$ cat config.mk
export PLATFORM = sky130hd
export DESIGN_NAME = regfile
export DESIGN_NICKNAME = d
export VERILOG_FILES = /design/src/rtl/regfile_pkg.sv /design/src/rtl/regfile.sv
export SDC_FILE = /design/constraint.sdc
export NUM_CORES = 2
export LEC_CHECK = 0
export CELL_PAD_IN_SITES_DETAIL_PLACEMENT = 1
export CELL_PAD_IN_SITES_GLOBAL_PLACEMENT = 1
export CORE_ASPECT_RATIO = 0.7
export CORE_MARGIN = 2
export CORE_UTILIZATION = 45
export CTS_BUF_LIST = sky130_fd_sc_hd__clkbuf_4 sky130_fd_sc_hd__clkbuf_8
export DETAILED_ROUTE_END_ITERATION = 10
export HOLD_SLACK_MARGIN = 0.08
export PLACE_DENSITY = 0.82
export SKIP_CTS_REPAIR_TIMING = 1
export SKIP_LAST_GASP = 1
export SLEW_MARGIN = 25
export SYNTH_ARGS = -nofsm -noshare
export SYNTH_HDL_FRONTEND = slang
export SYNTH_SLANG_ARGS = --single-unit
$ cat constraint.sdc
create_clock -name clk -period 3.6 [get_ports clk]
set_input_delay 0.72 -clock clk [delete_from_list [all_inputs] [get_ports clk]]
set_output_delay 0.72 -clock clk [all_outputs]
set_load 0.02 [all_outputs]
$ cat src/rtl/regfile_pkg.sv
// Shared CPU constants: register file geometry, register-0 index and writeback-select codes.
// Constants only, so there is no latency or backpressure.
package regfile_pkg;

    localparam int NREG = 32;
    localparam int DW   = 32;
    localparam int AW   = 5;

    localparam logic [AW-1:0] REG_ZERO = '0;
    localparam logic [AW-1:0] REG_LINK = 5'd31;

    typedef enum logic [1:0] {
        WB_ALU  = 2'd0,
        WB_MEM  = 2'd1,
        WB_LINK = 2'd2,
        WB_CP0  = 2'd3
    } wb_sel_e;

endpackage

$ cat src/rtl/regfile.sv
// 2R1W register file with a write-to-read bypass and a per-register pending-result scoreboard.
// Reads are combinational and writes land at the next edge; there is no backpressure, and the busy outputs tell the pipeline when to stall.
module regfile
    import regfile_pkg::*;
#(
    parameter int NREG_P = NREG,
    parameter int DW_P   = DW
) (
    input  logic            clk,
    input  logic            rst,
    input  logic            we,
    input  logic [AW-1:0]   waddr,
    input  logic [DW_P-1:0] wdata,
    input  logic [AW-1:0]   raddr1,
    input  logic [AW-1:0]   raddr2,
    output logic [DW_P-1:0] rdata1,
    output logic [DW_P-1:0] rdata2,
    input  logic            busy_set,
    input  logic [AW-1:0]   busy_addr,
    output logic            busy1,
    output logic            busy2
);

    logic [DW_P-1:0]   regs_q [NREG_P];
    logic [NREG_P-1:0] busy_q;
    logic [NREG_P-1:0] busy_d;
    logic              wr_vld;
    logic              hit1;
    logic              hit2;

    assign wr_vld = we && (waddr != REG_ZERO);
    assign hit1   = wr_vld && (waddr == raddr1);
    assign hit2   = wr_vld && (waddr == raddr2);

    always_comb begin
        busy_d = busy_q;
        if (wr_vld) begin
            busy_d[waddr] = 1'b0;
        end
        // The set is applied last: a new pending op supersedes the result that is landing now.
        if (busy_set && (busy_addr != REG_ZERO)) begin
            busy_d[busy_addr] = 1'b1;
        end
    end

    always_ff @(posedge clk) begin
        if (rst) begin
            for (int i = 0; i < NREG_P; i++) begin
                regs_q[i] <= '0;
            end
            busy_q <= '0;
        end else begin
            if (wr_vld) begin
                regs_q[waddr] <= wdata;
            end
            busy_q <= busy_d;
        end
    end

    always_comb begin
        rdata1 = '0;
        rdata2 = '0;
        busy1  = 1'b0;
        busy2  = 1'b0;
        if (raddr1 != REG_ZERO) begin
            rdata1 = hit1 ? wdata : regs_q[raddr1];
            busy1  = busy_q[raddr1] && !hit1;
        end
        if (raddr2 != REG_ZERO) begin
            rdata2 = hit2 ? wdata : regs_q[raddr2];
            busy2  = busy_q[raddr2] && !hit2;
        end
    end

endmodule

# Word-level counts from Yosys, hierarchy flattened
# Memories as Yosys holds them, arrays and structs flattened.
# Cells that the tools add are included.
[op_classes] add_sub_neg=0 mul=0 div_mod_pow=0 magnitude_cmp=6 n_eq_ne=2 shifts=0 n_mux=24 bitwise=3 n_reduce_logical=15
[ops] op="32-bit two-way mux" count=7
[ops] op="32-bit AND" count=1
[ops] op="32-bit inverter" count=1
[ops] op="32-bit OR" count=1
[ops] op="32-bit OR reduction" count=1
[ops] op="5-bit by 6-bit < comparator with 1-bit output (second input constant)" count=4
[ops] op="5-bit nonzero test" count=4
[ops] op="1-bit two-way mux" count=12
[ops] op="1-bit binary-select mux with 5-bit select" count=2
[ops] op="1-bit demux with 5-bit select" count=2
[ops] op="5-bit equality test" count=2
[ops] op="5-bit by 1-bit greater-or-equal comparator with 1-bit output (second input constant)" count=2
[ops] op="1-bit logical AND" count=8
[ops] op="5-bit two-way mux" count=1
[ops] op="1-bit logical NOT" count=2
[word_totals] regBits=32 latch_bits=0 ram_bits=1024 mem_bits_ro=0 in_bits=56 out_inout_bits=66 word_cells=52 memories=1
[memory_table] memory="regs_q" words=32 word_bits=32 read_ports=2 rd_ports_with_merged_regs=0 write_ports=32 line_no="regfile.sv:24" rtl="logic [DW_P-1:0] regs_q [NREG_P];"

# Logic depth before layout (Yosys ltp)
[logic_depth] ltp_word=9 depth_mapped=9

# Worst setup path before layout
# No wires, ideal clock.
[synth_path] path_type="input-to-reg" startpoint="in waddr[2]" endpoint="mem regs_q[5][0] in the netlist's numbering (enable)" t_arrival_ns=3.087 required_ns=3.171 setup_slack_ns=0.083 cell_stages=3 n_path_buf=1 cell_sequence="clkbuf_1 > or3b_2 > o21bai_1"
[synth_lines] item="start: declaration" line_no="regfile.sv:12" rtl="input logic [AW-1:0] waddr,"
[synth_lines] item="end: declaration" line_no="regfile.sv:24"

==> flow_metrics.py <==
metrics = {
    "yosys": {
        "syn_area_per_cell_sq_um": 15.1,
        "synth-edff-count": 1024,
        "async_reset_ff_share_pct": 0,
        "ys_ff_latch": 1056,
        "yosys.area.top_type_share_pct": 54.2,
        "ys.warnings.count": 0,
        "synth_seq_area_share_pct": 55.3,
        "syn_area_sq_um": 56800,
        "netlist_instances": 3771,
        "synth-main-ff-cell": "edfxtp_1",
        "synth.area.top_cells": "edfxtp_1, mux4_2, and2_1",
        "yosysUniqueCellTypes": 51,
        "yosysTopAreaCell": "edfxtp_1",
    },
    "timing": {
        "tightest_slew_ns": 0.918,
        "final.period_utilization_pct": 104,
        "drv_slew": 0,
        "max-slew-margin-rel_pct": 38.6,
        "timing.fmax_ghz": 0.268,
        "final.min_clock_period_ns": 3.73,
        "whs_ns": 0.234,
        "hold_viol": 0,
        "skew_ns": 0,
        "setup_violations": 34,
        "finalWorstSetupSlack_ns": -0.127,
        "rsz0062_at_grt": "true",
    },
    "setup_path": {
        "worstSetupStartpointType": "register",
        "crit_fanout": 2,
        "r2r_cells": 2,
        "cp.arrival_ns": 3.01,
        "end_kind": "output port",
        "cp.required_ns": 2.88,
        "criticalPathCategory": "register to output port",
    },
    "power_and_ir_drop": {
        "p_seq_share_pct": 48.2,
        "p_comb_share_pct": 16.8,
        "p_clk_share_pct": 35.0,
        "power_switching_mw": 8.49,
        "p_int_mw": 21.8,
        "p_leak_nw": 24.6,
        "peakVddDrop_v": 0.000349,
        "netSwitchingFraction_pct": 28.0,
        "power_density_nw_per_um2": 435,
    },
    "floorplan": {
        "core_area_sq_um": 125000,
        "die-area_sq_um": 129000,
        "start_util_pct": 45.6,
        "ios": 122,
        "chipWidth_um": 429,
        "fp.dieH_um": 301,
        "placementRows": 108,
    },
    "detailed_routing": {
        "firstDrtPassIters": 6,
        "routedWlPerCell_um": 38.3,
        "drcViolationCount": 0,
        "viasPerCell": 6.95,
        "ant_nets": 0,
        "num_vias": 42200,
        "initialDrtViolationCount": 7509,
        "routed_wirelength_mm": 232,
    },
    "finish": {
        "nFillCells": 11600,
        "area_growth_pct": 22.7,
        "num-nets-final": 4344,
        "multi_input_area_sq_um": 24900,
        "seqCellArea_sq_um": 31400,
        "drive_above_1_share_pct": 39.1,
        "final_area_sq_um": 69700,
    },
    "min_path": {
        "hold_path_class": "primary input to register",
        "hold_depth": 1,
    },
    "clocking": {
        "cts.htree.levels": 4,
        "cts_tree": "yes",
        "clkTransAtPathRegs_ns": 0.07,
        "insertion_delay_ns": 0.89,
        "cts_buffers": 163,
        "clockBufferDepth": 3,
        "cts.sinks": 1056,
        "root_buffer": "clkbuf_8",
    },
    "grt": {
        "grt_pass1_vias": 43200,
        "groute.usage.overall_pct": 34.6,
        "overflow": 0,
        "antenna_found_initial": 15,
        "grt_max_degree": 49,
        "grt_pass1_wl_mm": 317,
    },
    "placement": {
        "dp_hpwl_mm": 152,
        "place.gp.congestion": 0.948,
        "placed_area_sq_um": 64500,
        "portBuffers": 121,
    },
    "run_status": {
        "outcome": "finished with violations",
        "violations": "setup timing",
    },
    "job": {
        "maxCapViolations": 0,
    },
}
-- state kept, by name (all words and copies together), names as in the netlist --
signal,flops
regs_q,1024
busy_q,32
-- critical path: stages (launching register included) --
cell and delay, ns:
edfxtp_1 0.40, mux4_2 0.54, a22oi_2 0.42, a2111oi_0 0.20, a221o_1 0.35, buf_4 0.20
-- layout make-up --
cell class | instances | area share (%)
timing repair buffer | 738 | 11.4
multi-input combinational | 2295 | 35.8
clock buffer | 229 | 4.00
clock inverter | 66 | 0.634
sequential | 1056 | 45.1
inverter | 34 | 0.183
antenna | 7 | 0.0251
tap | 1650 | 2.96
-- layer usage --
layer	vias up	track usage, %	wire [um]
met1	21700	44.4	79800
met2	3946	52.7	104000
met4	4	21.4	15600
li1	15700	-	-
met5	-	0	28
met3	869	9.63	32600
-- cells by family after synthesis --
logic type             Yosys count  synth area share [%]
AO/OA/AOI/OAI                  429                  5.73
XOR/XNOR                        10                 0.154
buffers and inverters          451                  3.39
flip-flops                    1056                  55.3
multiplexers                   614                  22.5
other                            1               0.00661
AND/OR/NAND/NOR               1210                  13.0
-- power groups by stage --
stage               combinational [mW]  sequential [mW]  clock [mW]
floorplan                         2.43             14.6           0
global placement                  4.48             14.7           0
detailed placement                4.61             14.8           0
CTS                               4.64             14.5        10.6
global route                      5.17             14.6        11.1
finish                            5.10             14.6        10.6
-- synthesized netlist by cell type (all sizes together) (10+ instances only) --
master and number:
nor2 43, o21bai 10, and2 996, o21ai 14, nor2b 65, a21oi 53, a221o 50, mux4 526
inv 34, nand2 57, a211oi 56, o2111ai 12, a21o 20, edfxtp 1024, buf 124, clkbuf 293
o22ai 16, mux2 16, a22oi 138, dfxtp 32, mux2i 72, a2111oi 50
-- metrics by stage --
step / utilization, % / TNS [ns] / instances / setup slack, ns / total power, mW
2_1_floorplan: - / 0 / 3802 / 0.0835 / 17.0
3_5_place_dp: 51.8 / -39.55 / 5696 / -0.789 / 19.4
3_3_place_gp: 51.6 / -38.99 / 5690 / -0.774 / 19.2
5_1_grt: 55.9 / -2.03 / 6073 / -0.172 / 30.9
6_report: 55.9 / -1.66 / 6075 / -0.127 / 30.3
4_1_cts: 54.4 / -41.60 / 5991 / -0.834 / 29.7
-- worst paths after layout --
kind / endpoint / slack (ns) / start
setup / recovery: rdata1[13] / -0.13 / regs_q[15][13]
hold / removal: regs_q[0][20] / 0.23 / rst
setup reg to reg: busy_q[4] / 2.88 / busy_q[4]
hold reg to reg: busy_q[31] / 0.50 / busy_q[31]
-- cell usage in the layout (no fill, tap or decap), types with 8 or more instances in the layout --
cell	n
clkbuf_4	58
clkbuf_2	16
a2111oi_2	8
clkinv_1	37
nand2_1	54
a21oi_2	22
a22oi_2	39
mux2_2	16
clkdlybuf4s50_1	38
o21ai_0	14
a2111oi_0	26
edfxtp_1	1024
mux4_2	526
o21bai_4	10
clkbuf_8	171
a21oi_1	27
dfxtp_1	32
nor2b_4	17
o22ai_1	16
clkinv_2	15
mux2i_1	66
buf_12	137
buf_8	11
conb_1	32
a2111oi_1	15
nor2_1	10
a221o_1	47
nor2_4	33
o2111ai_1	9
nor2b_1	46
a211oi_2	36
a22oi_1	99
a211oi_1	19
buf_6	53
and2_1	993
a21o_2	19
buf_4	453
inv_1	33
buf_16	13
Note: power is estimated with default switching activity, not from simulation.
